`src/rtl/heightsensor_pkg.sv`:
```
// Shared types and helpers for the ultrasonic height-sensor datapath.
package heightsensor_pkg;

    localparam int CLK_HZ = 12_000_000;
    localparam int ECHO_W = 32;

    typedef logic [ECHO_W-1:0] echo_t;

    typedef enum logic [1:0] {
        IDLE,
        LOAD,
        SORT,
        DONE
    } filt_state_t;

    // Zero means no echo was captured; anything above max is a timeout.
    function automatic logic echo_in_range(input echo_t v, input echo_t max_v);
        return (v != '0) && (v <= max_v);
    endfunction

    function automatic logic [7:0] sat_inc8(input logic [7:0] v);
        return (v == 8'hFF) ? v : v + 8'd1;
    endfunction

endpackage

```
`src/rtl/median_sorter.sv`:
```
// WIN-entry odd-even transposition sorter; one compare-and-swap pass per step pulse.
module median_sorter
    import heightsensor_pkg::*;
#(
    parameter int WIN = 5
) (
    input  logic  clk,
    input  logic  load_i,
    input  logic  step_i,
    input  logic  parity_i,
    input  echo_t win_i [WIN],
    output echo_t mid_o
);

    echo_t sort_q [WIN];
    echo_t sort_d [WIN];

    // Pairs within a pass are disjoint, so every swap reads the registered values.
    always_comb begin
        sort_d = sort_q;
        if (load_i) begin
            sort_d = win_i;
        end else if (step_i) begin
            for (int i = 0; i < WIN - 1; i++) begin
                if (((i % 2) == 1) == parity_i) begin
                    if (sort_q[i] > sort_q[i+1]) begin
                        sort_d[i]   = sort_q[i+1];
                        sort_d[i+1] = sort_q[i];
                    end
                end
            end
        end
    end

    always_ff @(posedge clk) begin
        sort_q <= sort_d;
    end

    assign mid_o = sort_q[WIN/2];

endmodule

```
`src/rtl/echo_median_filter.sv`:
```
// Periodic echo sampler with range rejection and a sliding-window median output.
module echo_median_filter
    import heightsensor_pkg::*;
#(
    parameter int SAMPLE_PERIOD = 720000,
    parameter int WIN           = 5,
    parameter int MAX_CYCLES    = 300000,
    parameter int STALE_LIMIT   = 8
) (
    input  logic        clk,
    input  logic        reset,
    input  logic [31:0] echo_cycles,
    output logic [31:0] filtered_cycles,
    output logic        filt_valid,
    output logic        busy,
    output logic        stale,
    output logic [7:0]  reject_cnt
);

    localparam int PER_W  = $clog2(SAMPLE_PERIOD);
    localparam int PTR_W  = $clog2(WIN);
    localparam int FILL_W = $clog2(WIN + 1);

    logic [PER_W-1:0]  per_q, per_d;
    logic [PTR_W-1:0]  wr_ptr_q, wr_ptr_d;
    logic [FILL_W-1:0] fill_q, fill_d, fill_inc;
    logic [7:0]        cons_q, cons_d;
    logic [7:0]        rej_q, rej_d;
    logic [PTR_W-1:0]  pass_q, pass_d;
    filt_state_t       state_q, state_d;
    echo_t             win_q [WIN];
    echo_t             win_d [WIN];
    echo_t             filt_q, filt_d;
    echo_t             mid;
    logic              tick, in_range, wr_en;
    logic              sort_load, sort_step;

    assign tick     = (per_q == PER_W'(SAMPLE_PERIOD - 1));
    assign in_range = echo_in_range(echo_cycles, echo_t'(MAX_CYCLES));
    // The window is frozen while the sorter owns a snapshot of it.
    assign wr_en    = tick && in_range && (state_q == IDLE || state_q == DONE);
    assign fill_inc = (fill_q == FILL_W'(WIN)) ? fill_q : fill_q + 1'b1;

    always_comb begin
        per_d    = tick ? '0 : per_q + 1'b1;
        wr_ptr_d = wr_ptr_q;
        fill_d   = fill_q;
        win_d    = win_q;
        cons_d   = cons_q;
        rej_d    = rej_q;
        if (wr_en) begin
            win_d[wr_ptr_q] = echo_cycles;
            wr_ptr_d        = (wr_ptr_q == PTR_W'(WIN - 1)) ? '0 : wr_ptr_q + 1'b1;
            fill_d          = fill_inc;
        end
        if (tick && in_range) begin
            cons_d = '0;
        end else if (tick) begin
            cons_d = sat_inc8(cons_q);
            rej_d  = sat_inc8(rej_q);
        end
    end

    always_comb begin
        state_d = state_q;
        pass_d  = pass_q;
        filt_d  = filt_q;
        case (state_q)
            IDLE: begin
                if (wr_en && fill_inc == FILL_W'(WIN)) state_d = LOAD;
            end
            LOAD: begin
                state_d = SORT;
                pass_d  = '0;
            end
            SORT: begin
                if (pass_q == PTR_W'(WIN - 1)) state_d = DONE;
                else                           pass_d  = pass_q + 1'b1;
            end
            DONE: begin
                filt_d  = mid;
                state_d = IDLE;
            end
            default: state_d = IDLE;
        endcase
    end

    always_ff @(posedge clk) begin
        if (reset) begin
            per_q    <= '0;
            wr_ptr_q <= '0;
            fill_q   <= '0;
            cons_q   <= '0;
            rej_q    <= '0;
            pass_q   <= '0;
            state_q  <= IDLE;
            filt_q   <= '0;
            win_q    <= '{default: '0};
        end else begin
            per_q    <= per_d;
            wr_ptr_q <= wr_ptr_d;
            fill_q   <= fill_d;
            cons_q   <= cons_d;
            rej_q    <= rej_d;
            pass_q   <= pass_d;
            state_q  <= state_d;
            filt_q   <= filt_d;
            win_q    <= win_d;
        end
    end

    assign sort_load = (state_q == LOAD);
    assign sort_step = (state_q == SORT);

    median_sorter #(
        .WIN(WIN)
    ) u_sorter (
        .clk      (clk),
        .load_i   (sort_load),
        .step_i   (sort_step),
        .parity_i (pass_q[0]),
        .win_i    (win_q),
        .mid_o    (mid)
    );

    // The sorted median is already settled in DONE, so it is shown in the strobe cycle.
    assign filt_valid      = (state_q == DONE);
    assign filtered_cycles = filt_valid ? mid : filt_q;
    assign busy            = sort_load || sort_step;
    assign stale           = (cons_q >= 8'(STALE_LIMIT));
    assign reject_cnt      = rej_q;

endmodule
```
`config.mk`:
```
export PLATFORM = sky130hd
export DESIGN_NAME = echo_median_filter
export DESIGN_NICKNAME = d
export VERILOG_FILES = /design/src/rtl/heightsensor_pkg.sv /design/src/rtl/median_sorter.sv /design/src/rtl/echo_median_filter.sv
export SDC_FILE = /design/constraint.sdc
export NUM_CORES = 1
export LEC_CHECK = 0
export CAP_MARGIN = 20
export CORE_ASPECT_RATIO = 1.75
export CORE_MARGIN = 10
export CORE_UTILIZATION = 50
export CTS_CLUSTER_SIZE = 28
export DETAILED_ROUTE_END_ITERATION = 8
export PLACE_DENSITY = 0.67
export RECOVER_POWER = 25
export SLEW_MARGIN = 20
export SYNTH_ARGS = -nofsm -noshare
export SYNTH_HDL_FRONTEND = slang
export SYNTH_HIERARCHICAL = 1
export SYNTH_SLANG_ARGS = --single-unit
```
`constraint.sdc`:
```
create_clock -name clk -period 3.6 [get_ports clk]
set_input_delay 0.36 -clock clk [delete_from_list [all_inputs] [get_ports clk]]
set_output_delay 0.36 -clock clk [all_outputs]
set_load 0.01 [all_outputs]
```
# [After elaboration in Yosys (flattened, before gate mapping)]
# Index checks and enable logic that the tools add are counted.
[totals] ff_bits=399 latch_bits=0 ramBits=0 mem_bits_ro=0 word_cells=92 memories=0
[classes] addsub=6 n_mul=0 div=0 order_cmp=8 eq_ne=14 shift=0 n_mux=21 n_bitwise=4 reduce_logical=21
[op_table] operator="$mux W64" n=8
[op_table] operator="$mux W160" n=2
[op_table] operator="$bwmux W160" n=1
[op_table] operator="$gt A32 B32 Y1" n=4
[op_table] operator="$demux W32 S3" n=1
[op_table] operator="$mux W32" n=2
[op_table] operator="$le A32 B19 Y1 const B" n=1
[op_table] operator="$reduce_bool A32 Y1" n=1
[op_table] operator="$add A20 B1 Y20 const B" n=1
[op_table] operator="$eq A20 B20 Y1 const B" n=1
[op_table] operator="$add A8 B1 Y8 const B" n=2
[op_table] operator="$eq A8 B8 Y1 const B" n=2
[op_table] operator="$eq A3 B3 Y1 const B" n=4
[op_table] operator="$add A3 B1 Y3 const B" n=3
[op_table] operator="$mux W3" n=3
[op_table] operator="$reduce_and A3 Y1" n=3
[op_table] operator="$ge A8 B4 Y1 const B" n=1
[op_table] operator="$pmux W2 S4" n=1
[op_table] operator="$reduce_bool A2 Y1" n=4
[op_table] operator="$ne A2 B1 Y1 const B" n=3
[op_table] operator="$pmux W3 S2" n=1
[op_table] operator="$reduce_and A2 Y1" n=3
[op_table] operator="$logic_and A1 B1 Y1" n=5
[op_table] operator="$eq A2 B2 Y1 const B" n=2
[op_table] operator="other kinds (10)" n=15

# [Depth between registers and ports, before layout]
# Gate-level depths: netlist of run 1.
[depth] depth_word=11 mapped_depth=11

# [Modules after synthesis]
# The synthesis of run 1 kept the hierarchy.
[modules_own_cells] mod="median_sorter" n_inst=1 cells_each=1241 area_per_inst_um2=12288.0 seq_area_each_um2=4804.6
[modules_own_cells] mod="echo_median_filter" n_inst=1 cells_each=929 area_per_inst_um2=9382.7 seq_area_each_um2=4784.6

# [Least setup slack after synthesis of run 1]
# No wires, ideal clock.
[synth_timing] path_type="reg2reg" startpoint="register state_q[1]" endpoint="register u_sorter.sort_q (netlist bit u_sorter/mid_o[0]), enable pin" setup_ns=0.414 t_arrival_ns=2.777 required_ns=3.186 slack_ns=0.410 stages_incl_launch_ff=7 path_buffers=3 synth_period_minus_slack_ns=3.190 cell_sequence="dfxtp_1 > inv_1 > ha_1 > clkbuf_1 > clkbuf_1 > clkbuf_1 > or2_2"
[synth_between] elab_chain_cells=2 elab_cells_between_ends=3 cone_classes="eq/ne (2); reduce/logical (1)"
[synth_lines] element="start, declared" line="echo_median_filter.sv:30" rtl="filt_state_t state_q, state_d;"
[synth_lines] element="start signal, assigned" line="echo_median_filter.sv:106" rtl="state_q <= state_d;"
[synth_lines] element="$eq A2 B1 Y1" line="echo_median_filter.sv:112" rtl="assign sort_load = (state_q == LOAD);"
[synth_lines] element="via sort_load" line="echo_median_filter.sv:36" rtl="logic sort_load, sort_step;"
[synth_lines] element="$reduce_bool A2 Y1 (no source line)"
[synth_lines] element="end signal, assigned" line="median_sorter.sv:36" rtl="sort_q <= sort_d;"
[synth_lines] element="end, declared" line="median_sorter.sv:15" rtl="echo_t sort_q [WIN];"
# The timed path passes the listed nets, and every way through them passes these cells.
# A chain may end at the register's enable or synchronous reset.

==> results of run 1 <==
[kinds of logic after synthesis]
group,Yosys count,synth area share (%)
xor gates and xnor gates,24,0.970
adders and majority gates,143,8.26
buffers and inverters,430,8.87
and+or+nand+nor,635,15.6
muxes,158,7.53
DFF,399,44.2
AOI/OAI and AO/OA,381,14.5
[metrics by stage]
| step | setup WS, ns | area (um2) | total power, W | hold WS (ns) | utilization (%) |
|---|---|---|---|---|---|
| after floorplan | 0.410 | 21700 | 0.00819 | 0.435 | - |
| after global placement | 0.293 | 23200 | 0.00936 | 0.442 | 54.3 |
| after detailed placement | 0.273 | 23200 | 0.00945 | 0.450 | 54.4 |
| after CTS | 0.262 | 24600 | 0.0138 | 0.285 | 57.6 |
| after global routing | 0.00729 | 24500 | 0.0144 | 0.328 | 57.5 |
| final | 0.177 | 24500 | 0.0138 | 0.309 | 57.5 |
[layout by cell type, fill, tap and decap left out, types with 15 or more instances in the layout]
master	instances
inv_1	240
dfxtp_1	239
edfxtp_1	160
nand2_1	153
ha_1	143
mux2i_1	118
nor3_1	116
buf_4	105
nor4_1	91
a221oi_1	70
o31ai_1	66
clkdlybuf4s50_1	66
and3_1	61
a21oi_1	54
a31o_1	51
nor2_1	49
clkbuf_16	42
nand4_1	34
nand3_1	32
and2_1	30
mux2_2	29
a221oi_2	28
a31o_2	25
o21ai_0	18
xnor2_1	15
[per-layer routing]
metal / vias up / routed length [um]
li1: 8034 / -
met1: 8483 / 23300
met2: 586 / 32800
met3: 214 / 2990
met4: 0 / 4840
met5: - / 0
[state kept, by name, indices dropped and copies added, names as in the netlist]
name / count
win_q: 160
u_sorter/sort_q: 128
filt_q: 32
u_sorter/mid_o: 32
per_q: 20
cons_q: 8
reject_cnt: 8
fill_q: 3
pass_q: 3
wr_ptr_q: 3
state_q: 2
[cell type report]
class,instances,area (um2)
Sequential cell,399,9590
Inverter,241,910
Timing Repair Buffer,194,1780
Tap cell,561,702
Clock buffer,52,1140
Multi-Input combinational cell,1341,10200
Clock inverter,20,231
Fill cell,3709,18100
[worst paths after layout]
check / slack (ns) / cells past startpoint / end / from
setup / recovery: 0.18 / 8 / u_sorter/mid_o[21]$_DFFE_PP_ / u_sorter/sort_q[126]$_DFFE_PP_
hold / removal: 0.31 / 4 / win_q[41]$_SDFFE_PP0P_ / reset
setup reg to reg: 0.18 / 8 / u_sorter/mid_o[21]$_DFFE_PP_ / u_sorter/sort_q[126]$_DFFE_PP_
hold reg to reg: 0.46 / 2 / win_q[40]$_SDFFE_PP0P_ / win_q[40]$_SDFFE_PP0P_
[critical path, delay by kind of cell (launching register included)]
family / cells / cell delay (ns)
and+or+nand+nor: 3 / 0.86
buffers and inverters: 1 / 0.75
AOI/OAI and AO/OA: 2 / 0.61
DFF: 1 / 0.39
adders and majority gates: 1 / 0.34
muxes: 1 / 0.23
[power breakdown]
| group | switching [W] | internal (W) |
|---|---|---|
| Clock | 0.00185 | 0.00254 |
| Sequential | 0.000227 | 0.00531 |
| Combinational | 0.00240 | 0.00147 |
| Total | 0.00448 | 0.00933 |
==> impl_metrics.py, run 1 <==
metrics = {
    "setup_path": {
        "critPathSlowestCell": "buf_4",
        "cp_cell_sequence": "ha_1 > nand4_1 > nor4_2 > nand4_1 > o211ai_1 > buf_4 > mux2i_1 > a221oi_1",
        "start_kind": "flip-flop",
        "timing_worst_setup_path_type": "reg -> reg",
        "required_ns": 3.92,
        "worstPathArrival_ns": 3.75,
        "crit_path_end_kind": "flip-flop",
        "cp_max_fo": 64,
        "cp_common_cell": "nand4_1",
        "max_stage_delay_ns": 0.75,
    },
    "clock_tree": {
        "cts_setup_buffers": 0,
        "cts-buffers-inserted": 39,
        "clock-root-buffer": "clkbuf_16",
        "ctsResizeCount": 0,
        "ctsLongestPathBuffers": 3,
        "cts_tree": "yes",
        "cts.clk_slew.worst_paths_ns": 0.07,
        "htreeDepth": 2,
        "cts.sinks": 399,
        "clk_latency_ns": 0.56,
        "ctsHoldBuffers": 0,
    },
    "floorplan": {
        "die_h_um": 295,
        "coreArea_um2": 42700,
        "die_x_um": 177,
        "fp-row-count": 100,
        "num_io_pins": 77,
        "start_util_pct": 50.8,
        "die_area_um2": 52400,
    },
    "min_path": {
        "hp-class": "in -> reg",
    },
    "place": {
        "hpwl_um": 45200,
        "port_buffers": 76,
        "routabilityCongestion": 0.905,
        "dp.cells": 2736,
    },
    "yosys": {
        "ys_ff_latch": 399,
        "yosysMostFrequentCell": "inv_1",
        "synth-edff-count": 160,
        "yosys-top-cells-area": "edfxtp_1 22%, dfxtp_1 22%, ha_1 8.3%",
        "synth_commonest_cells": "240 x inv_1, 239 x dfxtp_1, 160 x edfxtp_1, 153 x nand2_1, 143 x ha_1",
        "synth_ff_type": "dfxtp_1",
        "synth_cell_type_count": 73,
        "async_reset_ff_share_pct": 0,
        "synth_largest_area_cell": "edfxtp_1",
        "syn_avg_cell_area_um2": 9.99,
        "synthCells": 2170,
        "synth_warnings": 6,
        "syn_area_um2": 21700,
        "yosysSeqAreaShare_pct": 44.2,
        "synth_top_area_share_pct": 22.2,
        "synth.net_count": 2347,
    },
    "timing": {
        "period_minus_slack_ns": 3.42,
        "rsz0062_at_grt": "false",
        "fmax_ghz": 0.292,
        "finalHoldViolCount": 0,
        "period_share_pct": 95.1,
        "setup_tns_ns": 0,
        "fin_worst_skew_ns": 0.0292,
        "finalMaxSlewViolations": 97,
        "setup_viol": 0,
        "tightestPinTransition_ns": 1.58,
        "relSlewSlack_pct": -5.24,
    },
    "detailed_routing": {
        "firstDrtPassIters": 5,
        "drcViolationCount": 0,
        "vias": 17300,
        "via_per_inst": 6.17,
        "wire_per_inst_um": 22.8,
        "ant_nets": 0,
        "drtIter0Drc": 1378,
        "wl_um": 63900,
    },
    "cells_and_area": {
        "drive_gt1_share_pct": 12.7,
        "nets": 2393,
        "n_antenna_cell": 0,
        "stdcell_count": 2808,
        "area.growth.synth_to_final_pct": 13.2,
    },
    "power": {
        "vdd_ir_drop_max_mv": 0.366,
        "p_per_area_nw_per_um2": 563,
        "p_leak_nw": 9.80,
    },
    "grt": {
        "gr-usage-met1_pct": 25.3,
        "grt_pass1_wl_um": 98500,
        "grt_remaining_overflow": 0,
        "grt_util_met3_pct": 3.10,
        "met2_usage_pct": 43.1,
        "grt-busiest-layer": "met2",
        "antenna_found_initial": 0,
        "groute.usage.overall_pct": 24.0,
        "grt_pass1_vias": 17700,
        "grt_max_degree": 122,
    },
    "outcome": {
        "outcome": "complete, but fails checks",
        "violations": "capacitance limit, slew limit",
    },
    "run": {
        "cap_violations": 1,
    },
}
Power figures use the tool's default switching activity.
==> inputs of run 2 (changes only) <==
ABC_AREA = 1   (was unset)
==> impl_metrics.py, run 2 <==
metrics = {
    "yosys": {
        "synthAdderAreaFrac_pct": 7.74,
        "synth_cell_type_count": 46,
        "synthCells": 3087,
        "synth-edff-count": 160,
        "yosysSeqAreaShare_pct": 41.5,
        "syn_area_um2": 23100,
        "synth_ff_type": "dfxtp_1",
        "synth-compound-area-share_pct": 8.83,
        "synth-simple-area-share_pct": 30.9,
        "synth_top_family_by_area": "simple AND/OR/NAND/NOR gates",
        "synth_commonest_cells": "957 x nand2_1, 368 x inv_1, 338 x nand3_1, 239 x dfxtp_1, 228 x nor2_1",
        "ys_ff_latch": 399,
        "async_reset_ff_share_pct": 0,
        "synth.net_count": 3264,
        "yosys-top-cells-area": "edfxtp_1 21%, dfxtp_1 21%, nand2_1 16%",
        "synth_warnings": 6,
        "synth_largest_area_cell": "edfxtp_1",
        "yosysMostFrequentCell": "nand2_1",
        "synthXorXnorAreaFrac_pct": 0.379,
        "synthMuxAreaShare_pct": 0,
        "syn_avg_cell_area_um2": 7.49,
        "synth_top_area_share_pct": 20.8,
    },
    "clock_tree": {
        "htreeDepth": 2,
        "cts.sinks": 399,
        "cts_tree": "yes",
        "cts.clk_slew.worst_paths_ns": 0.06,
        "clk_latency_ns": 0.56,
        "cts-buffers-inserted": 41,
        "ctsResizeCount": 0,
        "clock-root-buffer": "clkbuf_16",
        "cts_setup_buffers": 0,
        "ctsLongestPathBuffers": 3,
        "ctsHoldBuffers": 0,
    },
    "detailed_routing": {
        "wl_um": 62400,
        "via_per_inst": 5.31,
        "wire_per_inst_um": 16.8,
        "vias": 19700,
        "drcViolationCount": 0,
        "ant_nets": 0,
        "firstDrtPassIters": 6,
        "drtIter0Drc": 1755,
    },
    "grt": {
        "grt_pass1_vias": 19100,
        "groute.usage.overall_pct": 21.8,
        "grt_max_degree": 118,
        "antenna_found_initial": 1,
        "grt_remaining_overflow": 0,
        "grt_pass1_wl_um": 100000,
    },
    "timing": {
        "fmax_ghz": 0.312,
        "tightestPinTransition_ns": 0.943,
        "setup_tns_ns": 0,
        "finalHoldViolCount": 0,
        "postLayoutSetupSlackWorst_ns": 0.396,
        "fin_worst_skew_ns": 0.0187,
        "relSlewSlack_pct": 37.0,
        "rsz0062_at_grt": "false",
        "setup_viol": 0,
        "period_share_pct": 89.0,
        "finalMaxSlewViolations": 0,
        "period_minus_slack_ns": 3.20,
    },
    "place": {
        "preCtsSetupSlack_ns": 0.392,
        "hpwl_um": 44000,
        "routabilityCongestion": 0.921,
        "dp.cells": 3634,
        "port_buffers": 76,
    },
    "power": {
        "vdd_ir_drop_max_mv": 0.354,
        "p_per_area_nw_per_um2": 373,
        "p_leak_nw": 12.6,
    },
    "floorplan": {
        "die_area_um2": 55600,
        "die_x_um": 183,
        "num_io_pins": 77,
        "fp-row-count": 104,
        "start_util_pct": 50.4,
        "coreArea_um2": 45900,
        "die_h_um": 305,
    },
    "cells_and_area": {
        "reg_top3": "win_q (160), u_sorter/sort_q (128)",
        "drive_gt1_share_pct": 7.20,
        "stdcell_count": 3711,
        "ff_latch_area_um2": 9590,
        "area.growth.synth_to_final_pct": 11.1,
        "fillers": 4299,
        "mostFrequentLayoutCells": "955 x nand2_1, 369 x inv_1, 341 x nand3_1",
        "final_common_cell": "nand2_1",
        "nets": 3271,
        "top_register": "win_q",
        "largest_reg_flops": 160,
        "multi_input_area_um2": 11100,
    },
    "setup_path": {
        "worstPathArrival_ns": 3.70,
        "timing_worst_setup_path_type": "reg -> reg",
        "required_ns": 4.09,
        "start_kind": "flip-flop",
        "crit_path_end_kind": "flip-flop",
        "cp_max_fo": 19,
    },
    "outcome": {
        "outcome": "completed",
    },
    "run": {
        "cap_violations": 0,
    },
    "min_path": {
        "hp-class": "in -> reg",
    },
}
==> run 2: worst max-delay path: stages (launching register included) <==
cell,delay (ns)
dfxtp_1,0.37
ha_1,0.18
nand2_1,0.08
nor2_1,0.20
clkinv_1,0.14
nor2_1,0.18
nand4_1,0.32
clkinv_1,0.16
nand3_1,0.33
nor2_8,0.24
nand2_1,0.22
nor2_4,0.51
nor2_1,0.08
nor2_1,0.12
==> run 2: layer usage <==
metal  up-vias  global-route usage (%)  part of all wire [%]  routed length, um
li1       9929                       -                     -                  -
met1      9068                    27.0                    41              25900
met2       598                    37.8                    49              30800
met3       115                    2.59                   6.1               3790
met4         0                    7.80                   3.2               1970
met5         -                       0                     0                  0
==> run 2: path summary, 6_finish.rpt <==
kind                           from                       to  slack (ns)  depth (start not counted)
min reg2reg  win_q[10]$_SDFFE_PP0P_   win_q[10]$_SDFFE_PP0P_        0.45                          2
min                           reset  win_q[144]$_SDFFE_PP0P_        0.27                          4
max reg2reg     per_q[0]$_SDFF_PP0_  win_q[111]$_SDFFE_PP0P_        0.40                         13
max             per_q[0]$_SDFF_PP0_  win_q[111]$_SDFFE_PP0P_        0.40                         13
==> run 2: stage by stage <==
step	utilization, %	total power (W)	area (um2)	hold WS [ns]
finish	55.9	0.00958	25700	0.272
global route	55.9	0.00985	25700	0.272
CTS	56.1	0.00967	25800	0.257
detailed placement	52.8	0.00493	24300	0.438
global placement	52.8	0.00492	24300	0.432
floorplan	-	0.00483	23100	0.424
==> run 2: power by group <==
part	internal [W]	switching (W)
clock network	0.00288	0.00187
logic	0.0000573	0.000104
registers	0.00466	0.00000249
==> run 2: kinds of logic after synthesis <==
family | Yosys count
simple gates | 1664
flops | 399
xor+xnor | 10
compound gates | 301
buf+inv | 570
fa+ha+maj | 143
==> run 2: final cells by class <==
type                    instances  area share, %
multi-input cells            2118           43.1
flip-flops and latches        399           37.3
inverters                     385           5.64
repair buffers                149           5.24
clock buffers                  54           4.55
well taps                     583           2.84
clock inverters                22           1.26
diodes                          1        0.00974
